## src/rtl/uart_cmd_responder.sv

```systemverilog
// uart_cmd_responder: 8N1 UART board responder; 'e' arms, the next byte is a command answered on tx_bus.
// Optional RESP_CHECKSUM_EN appends an XOR checksum byte to every reply.
module uart_cmd_responder #(
    parameter int SYSTEM_CLOCK = 32000000,
    parameter int BAUD_RATE = 9600,
    parameter int MAX_REPLY = 8,
    parameter int TIMEOUT_BITS = 64
) (
    input  logic       clk,
    input  logic       rst,
    input  logic       rx_bus,
    output logic       tx_bus,
    input  logic [7:0] resp_base,
    output logic       armed,
    output logic       busy,
    output logic       cmd_valid,
    output logic [7:0] cmd_data,
    output logic [7:0] err_count
);
    localparam int CYC = SYSTEM_CLOCK / BAUD_RATE;
    localparam int CW = $clog2(CYC + 1);
    localparam int TO = TIMEOUT_BITS * CYC;
    localparam int TW = $clog2(TO + 1);
    localparam logic [CW-1:0] CYC_M1 = CW'(CYC - 1);
    localparam logic [CW-1:0] HALF_M1 = CW'(CYC / 2 - 1);
    localparam logic [TW-1:0] TO_M1 = TW'(TO - 1);
    localparam logic [7:0] MAXR = 8'(MAX_REPLY);
    localparam logic [7:0] ARM = 8'h65;
    localparam logic [7:0] NAK = 8'h15;

    typedef enum logic [1:0] {IDLE, ARMED, REPLY} state_t;
    state_t state, state_nx;

    logic rx_s1, rx_s2, rx_prev, rx_active;
    logic [CW-1:0] rx_cnt;
    logic [3:0] rx_bit;
    logic [7:0] rx_sh;
    logic rx_tick, rx_ok, frame_err, cmd_hit, err_inc;
    logic [TW-1:0] to_cnt;

    logic tx_go, tx_active, cmd_ok, tx_end, tx_done, tx_load;
    logic [CW-1:0] tx_cnt;
    logic [3:0] tx_bit;
    logic [8:0] tx_sh;
    logic [4:0] tx_idx, n_data, tx_total;
    logic [7:0] base, csum, data_byte, tx_byte;

    // rx_sh holds start+data while shifting; after 9 shifts it is exactly the data byte
    always_ff @(posedge clk or negedge rst) begin
        if (!rst) begin
            rx_s1 <= 1'b1;
            rx_s2 <= 1'b1;
            rx_prev <= 1'b1;
            rx_active <= 1'b0;
            rx_cnt <= '0;
            rx_bit <= '0;
            rx_sh <= '0;
        end else begin
            rx_s1 <= rx_bus;
            rx_s2 <= rx_s1;
            rx_prev <= rx_s2;
            if (!rx_active) begin
                if (rx_prev && !rx_s2) begin
                    rx_active <= 1'b1;
                    rx_cnt <= HALF_M1;
                    rx_bit <= '0;
                end
            end else if (rx_cnt != '0) begin
                rx_cnt <= rx_cnt - 1'b1;
            end else begin
                rx_cnt <= CYC_M1;
                rx_bit <= rx_bit + 4'd1;
                if ((rx_bit == 4'd0 && rx_s2) || rx_bit == 4'd9) rx_active <= 1'b0;
                else rx_sh <= {rx_s2, rx_sh[7:1]};
            end
        end
    end

    assign rx_tick = rx_active && rx_cnt == '0 && rx_bit == 4'd9;
    assign rx_ok = rx_tick && rx_s2;
    assign frame_err = rx_tick && !rx_s2;
    assign err_inc = frame_err || (rx_ok && state == REPLY);

    always_comb begin
        state_nx = state;
        cmd_hit = 1'b0;
        armed = state == ARMED;
        busy = state == REPLY;
        case (state)
            IDLE: state_nx = (rx_ok && rx_sh == ARM) ? ARMED : IDLE;
            ARMED: begin
                cmd_hit = rx_ok && rx_sh != ARM;
                state_nx = cmd_hit ? REPLY : (!rx_ok && to_cnt == TO_M1) ? IDLE : ARMED;
            end
            REPLY: state_nx = tx_done ? IDLE : REPLY;
            default: state_nx = IDLE;
        endcase
    end

    always_ff @(posedge clk or negedge rst) begin
        if (!rst) begin
            state <= IDLE;
            cmd_valid <= 1'b0;
            cmd_data <= '0;
            err_count <= '0;
            to_cnt <= '0;
        end else begin
            state <= state_nx;
            cmd_valid <= cmd_hit;
            if (cmd_hit) cmd_data <= rx_sh;
            if (err_inc && err_count != 8'hFF) err_count <= err_count + 8'd1;
            to_cnt <= (state != ARMED || rx_ok) ? '0 : to_cnt + 1'b1;
        end
    end

    assign cmd_ok = cmd_data != 8'd0 && cmd_data <= MAXR;
    assign n_data = cmd_ok ? cmd_data[4:0] : 5'd1;
    assign data_byte = cmd_ok ? base + {3'b0, tx_idx} : NAK;
`ifdef RESP_CHECKSUM_EN
    assign tx_total = n_data + 5'd1;
    assign tx_byte = (tx_idx == n_data) ? csum : data_byte;
`else
    assign tx_total = n_data;
    assign tx_byte = data_byte;
`endif
    assign tx_end = tx_active && tx_cnt == '0 && tx_bit == 4'd9;
    assign tx_done = tx_end && tx_idx == tx_total;
    assign tx_load = tx_go || (tx_end && tx_idx != tx_total);

    // tx_idx counts bytes already loaded, so it also indexes the next byte to send
    always_ff @(posedge clk or negedge rst) begin
        if (!rst) begin
            tx_bus <= 1'b1;
            tx_go <= 1'b0;
            tx_active <= 1'b0;
            tx_cnt <= '0;
            tx_bit <= '0;
            tx_sh <= '1;
            tx_idx <= '0;
            base <= '0;
            csum <= '0;
        end else if (cmd_valid) begin
            base <= resp_base;
            csum <= '0;
            tx_idx <= '0;
            tx_go <= 1'b1;
        end else if (tx_load) begin
            tx_go <= 1'b0;
            tx_active <= 1'b1;
            tx_bus <= 1'b0;
            tx_sh <= {1'b1, tx_byte};
            tx_cnt <= CYC_M1;
            tx_bit <= '0;
            tx_idx <= tx_idx + 5'd1;
            csum <= csum ^ tx_byte;
        end else if (tx_active) begin
            if (tx_cnt != '0) begin
                tx_cnt <= tx_cnt - 1'b1;
            end else if (tx_bit == 4'd9) begin
                tx_active <= 1'b0;
            end else begin
                tx_bus <= tx_sh[0];
                tx_sh <= {1'b1, tx_sh[8:1]};
                tx_bit <= tx_bit + 4'd1;
                tx_cnt <= CYC_M1;
            end
        end
    end
endmodule

```

## config.mk

```make
export PLATFORM = sky130hd
export DESIGN_NAME = uart_cmd_responder
export DESIGN_NICKNAME = d
export VERILOG_FILES = /design/src/rtl/uart_cmd_responder.sv
export SDC_FILE = /design/constraint.sdc
export NUM_CORES = 1
export LEC_CHECK = 0
export BUFFER_PORTS_ARGS = -buffer_cell sky130_fd_sc_hd__buf_4
export CAP_MARGIN = 5
export CORE_AREA = 4 4 151 153
export CTS_CLUSTER_DIAMETER = 150
export DETAILED_ROUTE_END_ITERATION = 6
export DIE_AREA = 0 0 155 157
export HOLD_SLACK_MARGIN = 0.06
export PLACE_DENSITY = 0.51
export SLEW_MARGIN = 20
export SYNTH_ARGS = -nofsm -noshare
export SYNTH_HDL_FRONTEND = slang
export SYNTH_SLANG_ARGS = --single-unit
```

## constraint.sdc

```tcl
create_clock -name clk -period 2.29 [get_ports clk]
set_input_delay 0.1145 -clock clk [delete_from_list [all_inputs] [get_ports clk]]
set_output_delay 0.1145 -clock clk [all_outputs]
set_load 0.05 [all_outputs]
```

**After elaboration in Yosys (flattened, before gate mapping)**

Cells that the tools add are included.

- Add/subtract/negate cells: 8
- Order comparisons: 1
- Eq/ne operators: 15
- Multiplexer cells: 43
- Bitwise gates (word level): 3
- Reduce and logical (&&, ||, !) cells: 36

Operators by type and width:

| cell | number |
|---|---|
| 12-bit 2-to-1 mux | 7 |
| 9-bit 2-to-1 mux | 4 |
| 4-bit 2-to-1 mux | 7 |
| 12-bit logical NOT | 2 |
| 12-bit nonzero test | 2 |
| 12-bit by 1-bit subtractor with 12-bit output (second input constant) | 2 |
| 18-bit by 1-bit adder with 18-bit output (second input constant) | 1 |
| 18-bit == test (second input constant) | 1 |
| 18-bit 2-to-1 mux | 1 |
| 1-bit 2-to-1 mux | 17 |
| 1-bit logical AND | 16 |
| 5-bit 2-to-1 mux | 3 |
| 4-bit by 1-bit adder with 4-bit output (second input constant) | 2 |
| 8-bit by 1-bit adder with 8-bit output (second input constant) | 1 |
| 8-bit by 5-bit adder with 8-bit output | 1 |
| 4-bit == test (second input constant) | 2 |
| 8-bit by 7-bit == test with 1-bit output (second input constant) | 1 |
| 8-bit by 4-bit less-or-equal comparator with 1-bit output (second input constant) | 1 |
| 8-bit 2-to-1 mux | 1 |
| 8-bit by 7-bit inequality test with 1-bit output (second input constant) | 1 |
| 8-bit inequality test (second input constant) | 1 |
| 8-bit nonzero test | 1 |
| 2-bit inequality test (second input constant) | 3 |
| 2-bit one-hot mux with 3 select lines | 1 |
| other kinds (17) | 27 |

- Bits in registers: 106
- Input bits: 11
- Output and inout bits: 20

**Logic depth before layout (Yosys ltp)**

- Word-level depth: 9
- Depth in mapped cells: 10
- Gate-level depth less buffers: 9

**Worst setup path after synthesis**

No wires, ideal clock.

- Path kind: reg2reg
- From: reg cmd_data[3]
- To: reg tx_sh[4]
- Arrival: 2.699 ns
- Data required time: 2.205 ns
- Path slack: -0.495 ns
- Stages on the path, launching flop included: 10
- Path through: dfrtp_1 > buf_4 > or3b_1 > a2111o_1 > a221oi_2 > o21ai_2 > o31a_2 > buf_6 > o22ai_1 > a21oi_1

- Longest elaborated chain between the ends: 8
- Elaborated cells between the ends (all ways): 13

RTL lines:

| item | line | source |
|---|---|---|
| start, declared | 17 | `output logic [7:0] cmd_data,` |
| start signal, assigned | 110 | `if (cmd_hit) cmd_data <= rx_sh;` |
| 8-bit by 4-bit less-or-equal comparator with 1-bit output / 8-bit nonzero test (equally long branches) | 116 | `assign cmd_ok = cmd_data != 8'd0 && cmd_data <= MAXR;` |
| 1-bit logical AND | 116 |  |
| 5-bit 2-to-1 mux | 117 | `assign n_data = cmd_ok ? cmd_data[4:0] : 5'd1;` |
| 5-bit inequality test | 128 | `assign tx_load = tx_go \|\| (tx_end && tx_idx != tx_total);` |
| 1-bit logical AND | 128 |  |
| 1-bit logical OR | 128 |  |
| 2-bit inequality test (no source line) / 2-bit nonzero test (equally long branches) | - |  |
| 4-bit AND reduction (no source line) | - |  |
| end signal, assigned | 151 | `tx_sh <= {1'b1, tx_byte};` |
| end signal, assigned | 163 | `tx_sh <= {1'b1, tx_sh[8:1]};` |
| end, declared | 44 | `logic [8:0] tx_sh;` |

Parallel ways exist; a longest one is shown, timed or not.
A chain may end at the register's enable or synchronous reset.

**Worst setup path in the final report**

- From: reg cmd_data[5]
- To: reg tx_sh[1]

- Longest elaborated chain between the ends: 8
- Elaborated cells between the ends (all ways): 13

RTL lines:

| item | line |
|---|---|
| 8-bit by 4-bit less-or-equal comparator with 1-bit output / 8-bit nonzero test (equally long branches) | 116 |
| 1-bit logical AND * | 116 |
| 5-bit 2-to-1 mux | 117 |
| 5-bit inequality test | 128 |
| 1-bit logical AND | 128 |
| 1-bit logical OR | 128 |
| 2-bit inequality test (no source line) / 2-bit nonzero test (equally long branches) | - |
| 4-bit AND reduction (no source line) | - |

Mark *: on every way between the ends. The rest lies on a longest branch, timed or not.

==> run_results.csv <==
group,metric,value,unit
power,irDropWorstVdd,0.355,mV
final_layout,mostFrequentLayoutCell,"dfrtp_1",
placement,io_buffers,30,
die,fp.dieW,155,µm
logic_synthesis,synthesis.area,5300,µm²
clock_network,cts_root_buf,"clkbuf_16",
power,power_frac_seq,51.9,%
logic_synthesis,synthesis.instances,507,
drt,drcViolationCount,0,
global_routing,grt.total_usage,10.5,%
logic_synthesis,ys_warn_count,0,
power,p_total,4060,µW
power,p_comb_share,10.7,%
timing,timing.fmax,384,MHz
worst_setup_path,crit_chain,"or4_4 > a2111o_1 > a221oi_4 > o21ai_4 > o31ai_4 > buf_6 > nor4b_4 > a221o_1",
clock_network,ctsHtreeMaxLevel,3,
clock_network,path_clk_slew,70,ps
placement,place_congestion,0.792,
global_routing,grt_overflow,0,
worst_setup_path,start_kind,"register",
clock_network,clock_sinks,105,
timing,fin_setup_tns,-6860,ps
timing,tightest_slew,660,ps
worst_setup_path,critical_path.endpoint,"tx_sh[1]",
timing,drv_slew,0,
flow_run,drv_cap,0,
placement,hpwl,8710,µm
timing,holdWs,353,ps
power,internal_power,3040,µW
power,p_per_area,571,nW/µm²
worst_setup_path,critPathKind,"reg -> reg",
worst_setup_path,r2r_slack,-320,ps
drt,totalWireLength,12000,µm
logic_synthesis,ys_async_sr_fraction,100,%
logic_synthesis,synthFlopType,"dfrtp_1",
logic_synthesis,synth_edf_count,0,
logic_synthesis,avgSynthCellArea,10.4,µm²
worst_setup_path,crit_fanout,7,
clock_network,cts_tree,"yes",
final_layout,syn2layout_area_growth,34.2,%
global_routing,antenna_found_initial,0,
timing,rsz0062_at_grt,"yes",
die,num_io_pins,31,
final_layout,drive_above_1_share,34.4,%
power,p_switching,1020,µW
logic_synthesis,synth.yosys.seq_area_share,49.9,%
final_layout,layout_common_cells,"dfrtp_1 (87), buf_4 (85), nor2_1 (49)",
die,start_util,24.6,%
drt,firstDrtPassIters,4,
timing,relSlewSlack,56.0,%
power,pwr-share-clk,37.4,%
die,die_h,157,µm
drt,routed_via_density,4.62,
timing,setup_viol,32,
worst_setup_path,slowest_stage,"or4_4",
power,leakagePower,0.00316,µW
global_routing,grt_max_degree,53,
timing,hold_violations,0,
drt,post_drt_wl_per_cell,13.4,µm
drt,ant_nets,0,
logic_synthesis,synth_nets,534,
worst_setup_path,critPathArrivalTime,2880,ps
logic_synthesis,ys_seq_elements,105,
placement,post-place-ws,-339,ps
timing,fin_crit_sh,114,%
run_status,outcome,"finished, violations left",
worst_setup_path,r2r-start,"cmd_data[5]",
worst_setup_path,cp-end-kind,"register",
worst_setup_path,cpPeakStageDelay,540,ps
drt,vias,4154,
clock_network,cts_buffers,9,
final_layout,antenna_cells,0,
run_status,violations,"setup timing",
clock_network,clk_latency,350,ps
worst_setup_path,startpoint,"cmd_data[5]",
drt,drt-initial-drc-count,232,
timing,setup_ws,-316,ps
logic_synthesis,synth_cell_types,61,
worst_hold_path,hold_class,"in -> async",
timing,fin_skew,8.60,ps
worst_setup_path,r2r_end,"tx_sh[1]",
global_routing,first_global_vias,4270,
die,coreArea,21600,µm²
die,die-area,24300,µm²
timing,period_needed,2610,ps
worst_setup_path,reg2reg_depth,8,
global_routing,grt_pass1_wl,21100,µm
power,p_sw_share,25.2,%
final_layout,nNetsFinal,641,
die,rows,54,
worst_setup_path,critPathRequiredTime,2570,ps
clock_network,cts_buffer_depth,2,
-- cell type report --
cell class	count	area (µm²)
Fill cell	2151	14400
Multi-Input combinational cell	373	2820
Sequential cell	105	2650
Timing Repair Buffer	111	945
Tap cell	280	350
Clock buffer	10	229
Clock inverter	6	58.8
Inverter	14	52.6
-- metal layers --
| layer | GRT usage, % | wire (µm) | up-vias |
|---|---|---|---|
| met4 | 3.15 | 120 | 0 |
| met3 | 2.53 | 301 | 9 |
| met2 | 18.0 | 6150 | 48 |
| met5 | 0 | 0 | - |
| li1 | - | - | 2016 |
| met1 | 13.1 | 5440 | 2081 |
-- worst max-delay path, delay by kind of cell, from the launching register on --
family | cells | cell delay, ps
buffers and inverters | 1 | 190
DFF | 1 | 400
AOI/OAI and AO/OA | 5 | 1370
and+or+nand+nor | 2 | 600
-- state kept, by name (all words and copies together) (netlist names), 2 cells and up --
| signal | cells |
|---|---|
| tx_bit | 4 |
| err_count | 8 |
| rx_sh | 8 |
| base | 8 |
| tx_cnt | 12 |
| cmd_data | 8 |
| state | 2 |
| to_cnt | 18 |
| tx_sh | 8 |
| rx_cnt | 12 |
| tx_idx | 5 |
| rx_bit | 4 |
-- cell usage after synthesis, types with 2 or more instances --
cell type,count,area share [%]
nand3_1,23,2.2
ha_1,15,3.5
nand4_1,7,0.83
nor3b_1,2,0.28
nor4bb_1,3,0.57
o31ai_1,5,0.71
o2111ai_1,2,0.33
nor3_1,16,1.5
buf_2,3,0.28
mux2i_1,2,0.38
nand3b_1,3,0.43
or3_1,6,0.71
mux2_2,25,5.3
xor2_1,28,4.6
dfrtp_1,93,44
a221o_1,4,0.76
o22ai_1,6,0.71
nor2_1,53,3.8
nor4_1,10,1.2
a21o_1,4,0.57
buf_6,3,0.64
nand2b_1,8,0.94
dfstp_2,12,6.0
nand2_1,38,2.7
nor2b_1,7,0.83
o21ai_0,20,1.9
clkbuf_1,7,0.50
a31oi_1,2,0.24
a22o_1,4,0.66
nor4b_1,3,0.50
a21oi_1,23,2.2
and3_1,11,1.3
or2_2,3,0.35
buf_4,2,0.28
inv_1,14,0.99
xnor2_1,14,2.3
o21a_1,2,0.28
-- per-stage QoR --
step / cells / util (%) / area (µm²)
after detailed placement: 861 / 29.2 / 6300
after global routing: 899 / 33.0 / 7110
after global placement: 861 / 29.2 / 6300
after floorplan: 507 / - / 5360
final: 899 / 33.0 / 7110
after CTS: 892 / 31.3 / 6750
-- worst min path at each step --
stage	startpoint	to	slack, ps
2_1_floorplan	rst	base[0]	-180
3_3_place_gp	rst	rx_sh[5]	190
3_5_place_dp	rst	rx_sh[5]	190
4_1_cts	rx_s1	rx_s2	360
5_1_grt	rx_s1	rx_s2	360
6_report	rst	cmd_data[1]	350
-- what timing repair did --
action,CTS,global route
pin swaps,3,20
endpoints found under the setup margin,42,48
endpoints found under the hold margin,58,0
buffers inserted,4,7
hold buffers,10,0
resized for setup,4,64
cloned,1,0
-- cell families (layout without fill, tap and decap cells) --
kind of cell / Yosys count / count (layout) / synth area share, %
and+or+nand+nor: 202 / 202 / 19.7
DFF: 105 / 105 / 49.9
AOI/OAI and AO/OA: 85 / 86 / 11.0
xor gates and xnor gates: 42 / 42 / 6.95
buffers and inverters: 30 / 141 / 2.79
muxes: 27 / 27 / 5.69
adders and majority gates: 16 / 16 / 3.92
-- power groups by stage --
stage          registers (µW)  logic, µW  clock network (µW)
6_report                 2110        433                1520
4_1_cts                  2100        397                1580
5_1_grt                  2130        508                1650
2_1_floorplan            2110        253                   0
3_3_place_gp             2130        363                   0
3_5_place_dp             2130        384                   0
(Power assumes the default switching activity.)
